**src/rtl/pc_pkg.sv**
```systemverilog
// Shared definitions for the fetch-stage PC sequencer: op encoding, FSM states, width defaults.
package pc_pkg;
    localparam int ADDR_W_DEF = 8;
    localparam int LEN_W_DEF  = 2;

    localparam logic [2:0] OP_SEQ  = 3'd0;
    localparam logic [2:0] OP_JUMP = 3'd1;
    localparam logic [2:0] OP_CALL = 3'd2;
    localparam logic [2:0] OP_RET  = 3'd3;
    localparam logic [2:0] OP_RTI  = 3'd4;
    localparam logic [2:0] OP_EI   = 3'd5;
    localparam logic [2:0] OP_DI   = 3'd6;

    typedef enum logic {
        ST_RUN      = 1'b0,
        ST_VEC_WAIT = 1'b1
    } state_t;
endpackage

```
**src/rtl/pc_sequencer_if.sv**
```systemverilog
// Vector-read port between the PC sequencer and the instruction-memory side.
interface pc_sequencer_if #(
    parameter int ADDR_W = 8
);
    logic              vec_req;
    logic [ADDR_W-1:0] vec_addr;
    logic [ADDR_W-1:0] vec_data;
    logic              vec_valid;

    modport master (output vec_req, vec_addr, input vec_data, vec_valid);
    modport slave  (input vec_req, vec_addr, output vec_data, vec_valid);
endinterface

```
**src/rtl/pc_return_stack.sv**
```systemverilog
// Hardware return-address stack; the caller decides whether a push/pop is legal.
module pc_return_stack #(
    parameter int ADDR_W      = 8,
    parameter int STACK_DEPTH = 4,
    parameter int CNT_W       = $clog2(STACK_DEPTH + 1)
) (
    input  logic              clk,
    input  logic              rst,
    input  logic              clr,
    input  logic              push,
    input  logic              pop,
    input  logic [ADDR_W-1:0] wdata,
    output logic [ADDR_W-1:0] rdata,
    output logic [CNT_W-1:0]  count,
    output logic              full,
    output logic              empty
);
    localparam int IDX_W = (STACK_DEPTH > 1) ? $clog2(STACK_DEPTH) : 1;

    logic [ADDR_W-1:0] mem [STACK_DEPTH];
    logic [IDX_W-1:0]  wr_idx;
    logic [IDX_W-1:0]  rd_idx;

    assign wr_idx = IDX_W'(count);
    assign rd_idx = IDX_W'(count - 1'b1);
    assign full   = (count == CNT_W'(STACK_DEPTH));
    assign empty  = (count == '0);
    assign rdata  = mem[rd_idx];

    always_ff @(posedge clk or posedge rst) begin
        if (rst)                    count <= '0;
        else if (clr)               count <= '0;
        else if (push && !full)     count <= count + 1'b1;
        else if (pop && !empty)     count <= count - 1'b1;
    end

    always_ff @(posedge clk) begin
        if (!clr && push && !full) mem[wr_idx] <= wdata;
    end
endmodule

```
**src/rtl/pc_sequencer.sv**
```systemverilog
// Fetch-stage program counter with memory-fetched reset/IRQ vectors,
// prioritised interrupts and a return-address stack.
module pc_sequencer
    import pc_pkg::*;
#(
    parameter int ADDR_W         = ADDR_W_DEF,
    parameter int LEN_W          = LEN_W_DEF,
    parameter int STACK_DEPTH    = 4,
    parameter int NUM_IRQ        = 4,
    parameter int RESET_VEC_ADDR = 0,
    parameter int IRQ_VEC_BASE   = 1,
    parameter int CNT_W          = $clog2(STACK_DEPTH + 1)
) (
    input  logic               clk,
    input  logic               rst,
    input  logic               reset_in,
    input  logic               pc_write,
    input  logic [2:0]         op,
    input  logic [LEN_W-1:0]   len,
    input  logic [ADDR_W-1:0]  target,
    input  logic [NUM_IRQ-1:0] irq,
    pc_sequencer_if.master     vec,
    output logic [ADDR_W-1:0]  pc,
    output logic               busy,
    output logic               irq_enable,
    output logic [NUM_IRQ-1:0] irq_ack,
    output logic [CNT_W-1:0]   stack_count,
    output logic               stack_ovf,
    output logic               stack_unf
);
    state_t             state, state_n;
    logic [ADDR_W-1:0]  pc_n, vec_addr_q, vec_addr_n;
    logic [ADDR_W-1:0]  seq_pc, nxt, rdata, wdata, irq_vec;
    logic [NUM_IRQ-1:0] ack_n, irq_onehot;
    logic               ie_n, ovf_n, unf_n, push, pop, clr, full, empty;
    logic               op_flow, irq_take;

    pc_return_stack #(.ADDR_W(ADDR_W), .STACK_DEPTH(STACK_DEPTH), .CNT_W(CNT_W)) u_stack (
        .clk(clk), .rst(rst), .clr(clr), .push(push), .pop(pop), .wdata(wdata),
        .rdata(rdata), .count(stack_count), .full(full), .empty(empty)
    );

    assign seq_pc       = pc + ADDR_W'(len);
    assign nxt          = (op == OP_JUMP) ? target : seq_pc;
    assign op_flow      = (op == OP_SEQ) || (op == OP_JUMP) || (op == 3'd7);
    assign irq_take     = (state == ST_RUN) && pc_write && op_flow && irq_enable && (irq != '0);
    assign irq_onehot   = irq & (~irq + 1'b1);
    assign busy         = (state == ST_VEC_WAIT);
    assign vec.vec_req  = (state == ST_VEC_WAIT);
    assign vec.vec_addr = vec_addr_q;

    // Scan high-to-low so the lowest active line wins.
    always_comb begin
        irq_vec = '0;
        for (int i = NUM_IRQ - 1; i >= 0; i--)
            if (irq[i]) irq_vec = ADDR_W'(IRQ_VEC_BASE + i);
    end

    always_comb begin
        state_n    = state;
        pc_n       = pc;
        vec_addr_n = vec_addr_q;
        ie_n       = irq_enable;
        ack_n      = '0;
        ovf_n      = stack_ovf;
        unf_n      = stack_unf;
        push       = 1'b0;
        pop        = 1'b0;
        clr        = 1'b0;
        wdata      = seq_pc;
        if (reset_in) begin
            state_n    = ST_VEC_WAIT;
            pc_n       = '0;
            vec_addr_n = ADDR_W'(RESET_VEC_ADDR);
            ie_n       = 1'b0;
            ovf_n      = 1'b0;
            unf_n      = 1'b0;
            clr        = 1'b1;
        end else if (state == ST_VEC_WAIT) begin
            if (vec.vec_valid) begin
                pc_n    = vec.vec_data;
                state_n = ST_RUN;
            end
        end else if (pc_write) begin
            if (irq_take) begin
                // The interrupted op's own result becomes the return address.
                wdata      = nxt;
                push       = !full;
                ovf_n      = stack_ovf | full;
                ie_n       = 1'b0;
                ack_n      = irq_onehot;
                vec_addr_n = irq_vec;
                state_n    = ST_VEC_WAIT;
            end else begin
                unique case (op)
                    OP_JUMP: pc_n = target;
                    OP_CALL: begin
                        push  = !full;
                        ovf_n = stack_ovf | full;
                        pc_n  = target;
                    end
                    OP_RET, OP_RTI: begin
                        pop   = !empty;
                        unf_n = stack_unf | empty;
                        pc_n  = empty ? seq_pc : rdata;
                        if (op == OP_RTI) ie_n = 1'b1;
                    end
                    OP_EI: begin
                        pc_n = seq_pc;
                        ie_n = 1'b1;
                    end
                    OP_DI: begin
                        pc_n = seq_pc;
                        ie_n = 1'b0;
                    end
                    default: pc_n = seq_pc;
                endcase
            end
        end
    end

    always_ff @(posedge clk or posedge rst) begin
        if (rst) begin
            state      <= ST_VEC_WAIT;
            pc         <= '0;
            vec_addr_q <= ADDR_W'(RESET_VEC_ADDR);
            irq_enable <= 1'b0;
            irq_ack    <= '0;
            stack_ovf  <= 1'b0;
            stack_unf  <= 1'b0;
        end else begin
            state      <= state_n;
            pc         <= pc_n;
            vec_addr_q <= vec_addr_n;
            irq_enable <= ie_n;
            irq_ack    <= ack_n;
            stack_ovf  <= ovf_n;
            stack_unf  <= unf_n;
        end
    end
endmodule

```
**src/flat_wrapper.sv**
```systemverilog
// flat-port wrapper written by rule: the top's interface ports become plain ports
module pc_sequencer_flat import pc_pkg::*;
#(
    parameter int ADDR_W         = ADDR_W_DEF,
    parameter int LEN_W          = LEN_W_DEF,
    parameter int STACK_DEPTH    = 4,
    parameter int NUM_IRQ        = 4,
    parameter int RESET_VEC_ADDR = 0,
    parameter int IRQ_VEC_BASE   = 1,
    parameter int CNT_W          = $clog2(STACK_DEPTH + 1)
)
  (clk, rst, reset_in, pc_write, op, len, target, irq, pc, busy, irq_enable, irq_ack, stack_count, stack_ovf, stack_unf, vec_vec_req, vec_vec_addr, vec_vec_data, vec_vec_valid);
  pc_sequencer_if #(.ADDR_W(ADDR_W)) vec_i ();
  input  logic clk;
  input  logic rst;
  input  logic reset_in;
  input  logic pc_write;
  input  logic [2:0] op;
  input  logic [LEN_W-1:0] len;
  input  logic [ADDR_W-1:0] target;
  input  logic [NUM_IRQ-1:0] irq;
  output logic [ADDR_W-1:0] pc;
  output logic busy;
  output logic irq_enable;
  output logic [NUM_IRQ-1:0] irq_ack;
  output logic [CNT_W-1:0] stack_count;
  output logic stack_ovf;
  output logic stack_unf;
  output wire logic [$bits(vec_i.vec_req)-1:0] vec_vec_req;
  output wire logic [$bits(vec_i.vec_addr)-1:0] vec_vec_addr;
  input wire logic [$bits(vec_i.vec_data)-1:0] vec_vec_data;
  input wire logic [$bits(vec_i.vec_valid)-1:0] vec_vec_valid;
  assign vec_vec_req = vec_i.vec_req;
  assign vec_vec_addr = vec_i.vec_addr;
  assign vec_i.vec_data = vec_vec_data;
  assign vec_i.vec_valid = vec_vec_valid;
  pc_sequencer #(.ADDR_W(ADDR_W), .LEN_W(LEN_W), .STACK_DEPTH(STACK_DEPTH), .NUM_IRQ(NUM_IRQ), .RESET_VEC_ADDR(RESET_VEC_ADDR), .IRQ_VEC_BASE(IRQ_VEC_BASE), .CNT_W(CNT_W)) u_core (.clk(clk), .rst(rst), .reset_in(reset_in), .pc_write(pc_write), .op(op), .len(len), .target(target), .irq(irq), .vec(vec_i), .pc(pc), .busy(busy), .irq_enable(irq_enable), .irq_ack(irq_ack), .stack_count(stack_count), .stack_ovf(stack_ovf), .stack_unf(stack_unf));
endmodule
```
**config.mk**
```make
export PLATFORM = sky130hd
export DESIGN_NAME = pc_sequencer_flat
export DESIGN_NICKNAME = d
export VERILOG_FILES = /design/src/rtl/pc_pkg.sv /design/src/rtl/pc_sequencer_if.sv /design/src/rtl/pc_return_stack.sv /design/src/rtl/pc_sequencer.sv /design/src/flat_wrapper.sv
export SDC_FILE = /design/constraint.sdc
export NUM_CORES = 1
export LEC_CHECK = 0
export CORE_MARGIN = 4
export CORE_UTILIZATION = 51
export CTS_CLUSTER_SIZE = 10
export DETAILED_ROUTE_END_ITERATION = 16
export GPL_ROUTABILITY_DRIVEN = 0
export HOLD_SLACK_MARGIN = 0.06
export PLACE_DENSITY = 0.79
export SETUP_SLACK_MARGIN = 0.5
export SLEW_MARGIN = 10
export SYNTH_ARGS = -nofsm -noshare
export SYNTH_HDL_FRONTEND = slang
export SYNTH_SLANG_ARGS = --single-unit
```
**constraint.sdc**
```tcl
create_clock -name clk -period 2.7 [get_ports clk]
set_input_delay 0.405 -clock clk [delete_from_list [all_inputs] [get_ports clk]]
set_output_delay 0.405 -clock clk [all_outputs]
set_load 0.005 [all_outputs]
```
==> impl_metrics.tcl <==
set metrics [dict create \
    avgSynthCellArea_sq_um 12.0 \
    met1_usage 0.292 \
    min_path_type "flop to flop" \
    ctsHoldBuffers 0 \
    cts_root_buf "clkbuf_8" \
    drive_above_1_share 0.166 \
    n_antenna_cell 0 \
    grt_setup_unrepaired "true" \
    report.final.slew_viol_count 0 \
    synth_top_family_by_area "compound AO/OA/AOI/OAI gates" \
    cp_common_cell "nor2_1" \
    grt_pass1_wl_um 10100 \
    die_h_um 82.6 \
    cts_tree "built" \
    worstMarginPinSlew_ns 0.871 \
    hold_viol 0 \
    synth-xor-area-share 0.0216 \
    arrival_ns 2.23 \
    vias_per_cell 5.58 \
    die-area_sq_um 6830 \
    drc 0 \
    cp_max_fo 12 \
    cts_buffer_depth 2 \
    synth_fa_ha_area_frac 0.0379 \
    final_cells 366 \
    cts_sinks 54 \
    post_drt_wl_per_cell_um 17.4 \
    synth.area.top_cells "edfxtp_1, dfrtp_1, mux4_2" \
    p_leak_nw 1.36 \
    worst-path-buf-inv 2 \
    muxShareOfSynthArea 0.0793 \
    p_per_area_nw_per_um2 516 \
    use_met2 0.308 \
    final.setup.tns_ns 0 \
    grt_overflow 0 \
    ant_nets 0 \
    drt_iter0_drc 97 \
    ys_ff_latch 54 \
    critPathRequiredTime_ns 2.77 \
    netlist_area_sq_um 2840 \
    finalSetupViolCount 0 \
    gr-usage-met3 0.0401 \
    min_period_ns 2.16 \
    clock_latency_ns 0.31 \
    clkTransAtPathRegs_ns 0.09 \
    grt_pass1_vias 1970 \
    synth_cells 236 \
    antenna_found_initial 0 \
    crit_family "compound AO/OA/AOI/OAI gates" \
    synth-seq-area-share 0.532 \
    pin_count 58 \
    grt.busiest_layer "met2" \
    status "completed" \
    irDropWorstVdd_mv 0.494 \
    rows 26 \
    fp.coreArea_sq_um 5240 \
    htreeDepth 2 \
    yosysUniqueCellTypes 46 \
    port_buffers 52 \
    slowest_stage "clkdlybuf4s50_1" \
    dp_hpwl_um 4780 \
    critPathLaunchType "primary input" \
    finClkSkew_ns 0.0106 \
    synth_warnings 0 \
    dieWidth_um 82.6 \
    via_count 2042 \
    grt_max_degree 23 \
    critPathKind "primary input to flop" \
    placed_cells 358 \
    max_cap_violations 0 \
    firstDrtPassIters 4 \
    seq_area_sq_um 1510 \
    numCtsBuffers 5 \
    synth_compound_area_frac 0.144 \
    multiInputGateArea_sq_um 1210 \
    cp-end-kind "flop" \
    gr-usage-all-layers 0.197 \
    worstPathCellList "clkdlybuf4s50_1 > o41ai_4 > nor2_1 > nand4b_1 > buf_4 > nor2_1 > a21oi_1" \
    synth_top_cell_by_area "edfxtp_1" \
    cpPeakStageDelay_ns 0.49 \
    cts_setup_buffers 0 \
    period_share 0.801 \
    final_common_cell "clkdlybuf4s50_1" \
    start_util 0.543 \
    relSlewSlack 0.418 \
    fmax_mhz 463 \
    finalNetCount 333 \
    drt-total-wl_um 6370 \
    synthToLayoutAreaGrowth_pct 26.9 \
    finalPower_mw 1.86 \
    layout_common_cells "clkdlybuf4s50_1, edfxtp_1, nor2_1, dfrtp_1, a21oi_1" \
    nFillCells 380 \
    synth.top_cell.area_share 0.338 \
    synth-simple-area-share 0.126 \
]
-- registers in the layout (all words and copies together) (netlist names), 3 cells and up --
| name | flops |
|---|---|
| u_core.irq_ack | 4 |
| u_core.pc | 8 |
| u_core.u_stack.count | 3 |
| u_core.u_stack.mem | 32 |
| u_core.vec.vec_addr | 3 |
-- cell usage after synthesis, drive strengths merged --
master  instances
clkbuf          3
a221o           1
mux2            4
a32o            8
nor3b           3
nor2b           6
a31oi           1
or3             4
o221ai          8
a211oi          2
a22o            1
nand4b          1
o41ai           1
inv            16
and2            4
o21ai           6
fa              1
nand2b         10
edfxtp         32
o21bai          1
dfrtp          21
and3            1
a32oi           2
nor2           25
nand3           2
a21oi          21
xor2            1
conb            1
nor3            4
nand2           7
dfstp           1
buf            14
ha              7
and3b           1
a311oi          1
mux4            8
xnor2           6
-- report_power, final --
group          internal [mW]  total, mW  switching (mW)
clock network          0.281      0.560           0.279
registers              0.907      0.932          0.0253
logic                  0.184      0.368           0.185
total                   1.37       1.86           0.489
-- area by class of cell --
cell class / count / share of cell area
Sequential cell: 54 / 0.420
Clock buffer: 5 / 0.0191
Tap cell: 70 / 0.0243
Multi-Input combinational cell: 153 / 0.335
Clock inverter: 3 / 0.0132
Timing Repair Buffer: 65 / 0.172
Inverter: 16 / 0.0167
-- worst paths after layout --
kind                            slack, ns                       end  cells past startpoint               startpoint
worst max-delay path                 0.54  u_core.u_stack.mem[2][6]                      7                   irq[1]
max in group asynchronous            1.58   u_core.u_stack.count[0]                      2                      rst
worst max register to register       0.68              u_core.pc[5]                      6  u_core.u_stack.count[1]
worst min register to register       0.52          u_core.stack_unf                      2         u_core.stack_unf
min in group asynchronous            0.57              u_core.pc[4]                      2                      rst
worst min-delay path                 0.52          u_core.stack_unf                      2         u_core.stack_unf
-- per-stage QoR --
step | cell area [sq um] | setup WS [ns] | utilization | hold WS [ns]
after floorplan | 2860 | 0.500 | - | 0.393
after detailed placement | 3460 | 0.00306 | 0.661 | 0.504
after CTS | 3580 | 0.459 | 0.683 | 0.525
after global routing | 3600 | 0.465 | 0.688 | 0.559
final | 3600 | 0.538 | 0.688 | 0.521
after global placement | 3460 | 0.0865 | 0.661 | 0.485
-- per-layer routing --
metal	wire, um	up-vias
met5	0	-
met3	450	2
met2	3010	75
li1	-	976
met1	2900	989
met4	21	0
-- timing repair --
action,4_1_cts,5_1_grt
cloned,0,0
resized for setup,3,10
endpoints found under the setup margin,32,57
pin swaps,0,1
-- worst min-delay path, cell delays in order (launching register included) --
cell	delay [ns]
dfrtp_1	0.36
nor2_1	0.05
nor2_1	0.08
-- logic make-up (layout without fill, tap and decap cells) --
family | Yosys count | count (layout)
AND/OR/NAND/NOR | 68 | 68
multiplexers | 12 | 12
XOR/XNOR | 7 | 7
flip-flops | 54 | 54
AO/OA/AOI/OAI | 53 | 53
adder cells (fa/ha/maj) | 8 | 8
other | 1 | 5
buffers and inverters | 33 | 89
Note: power is estimated with default switching activity, not from simulation.
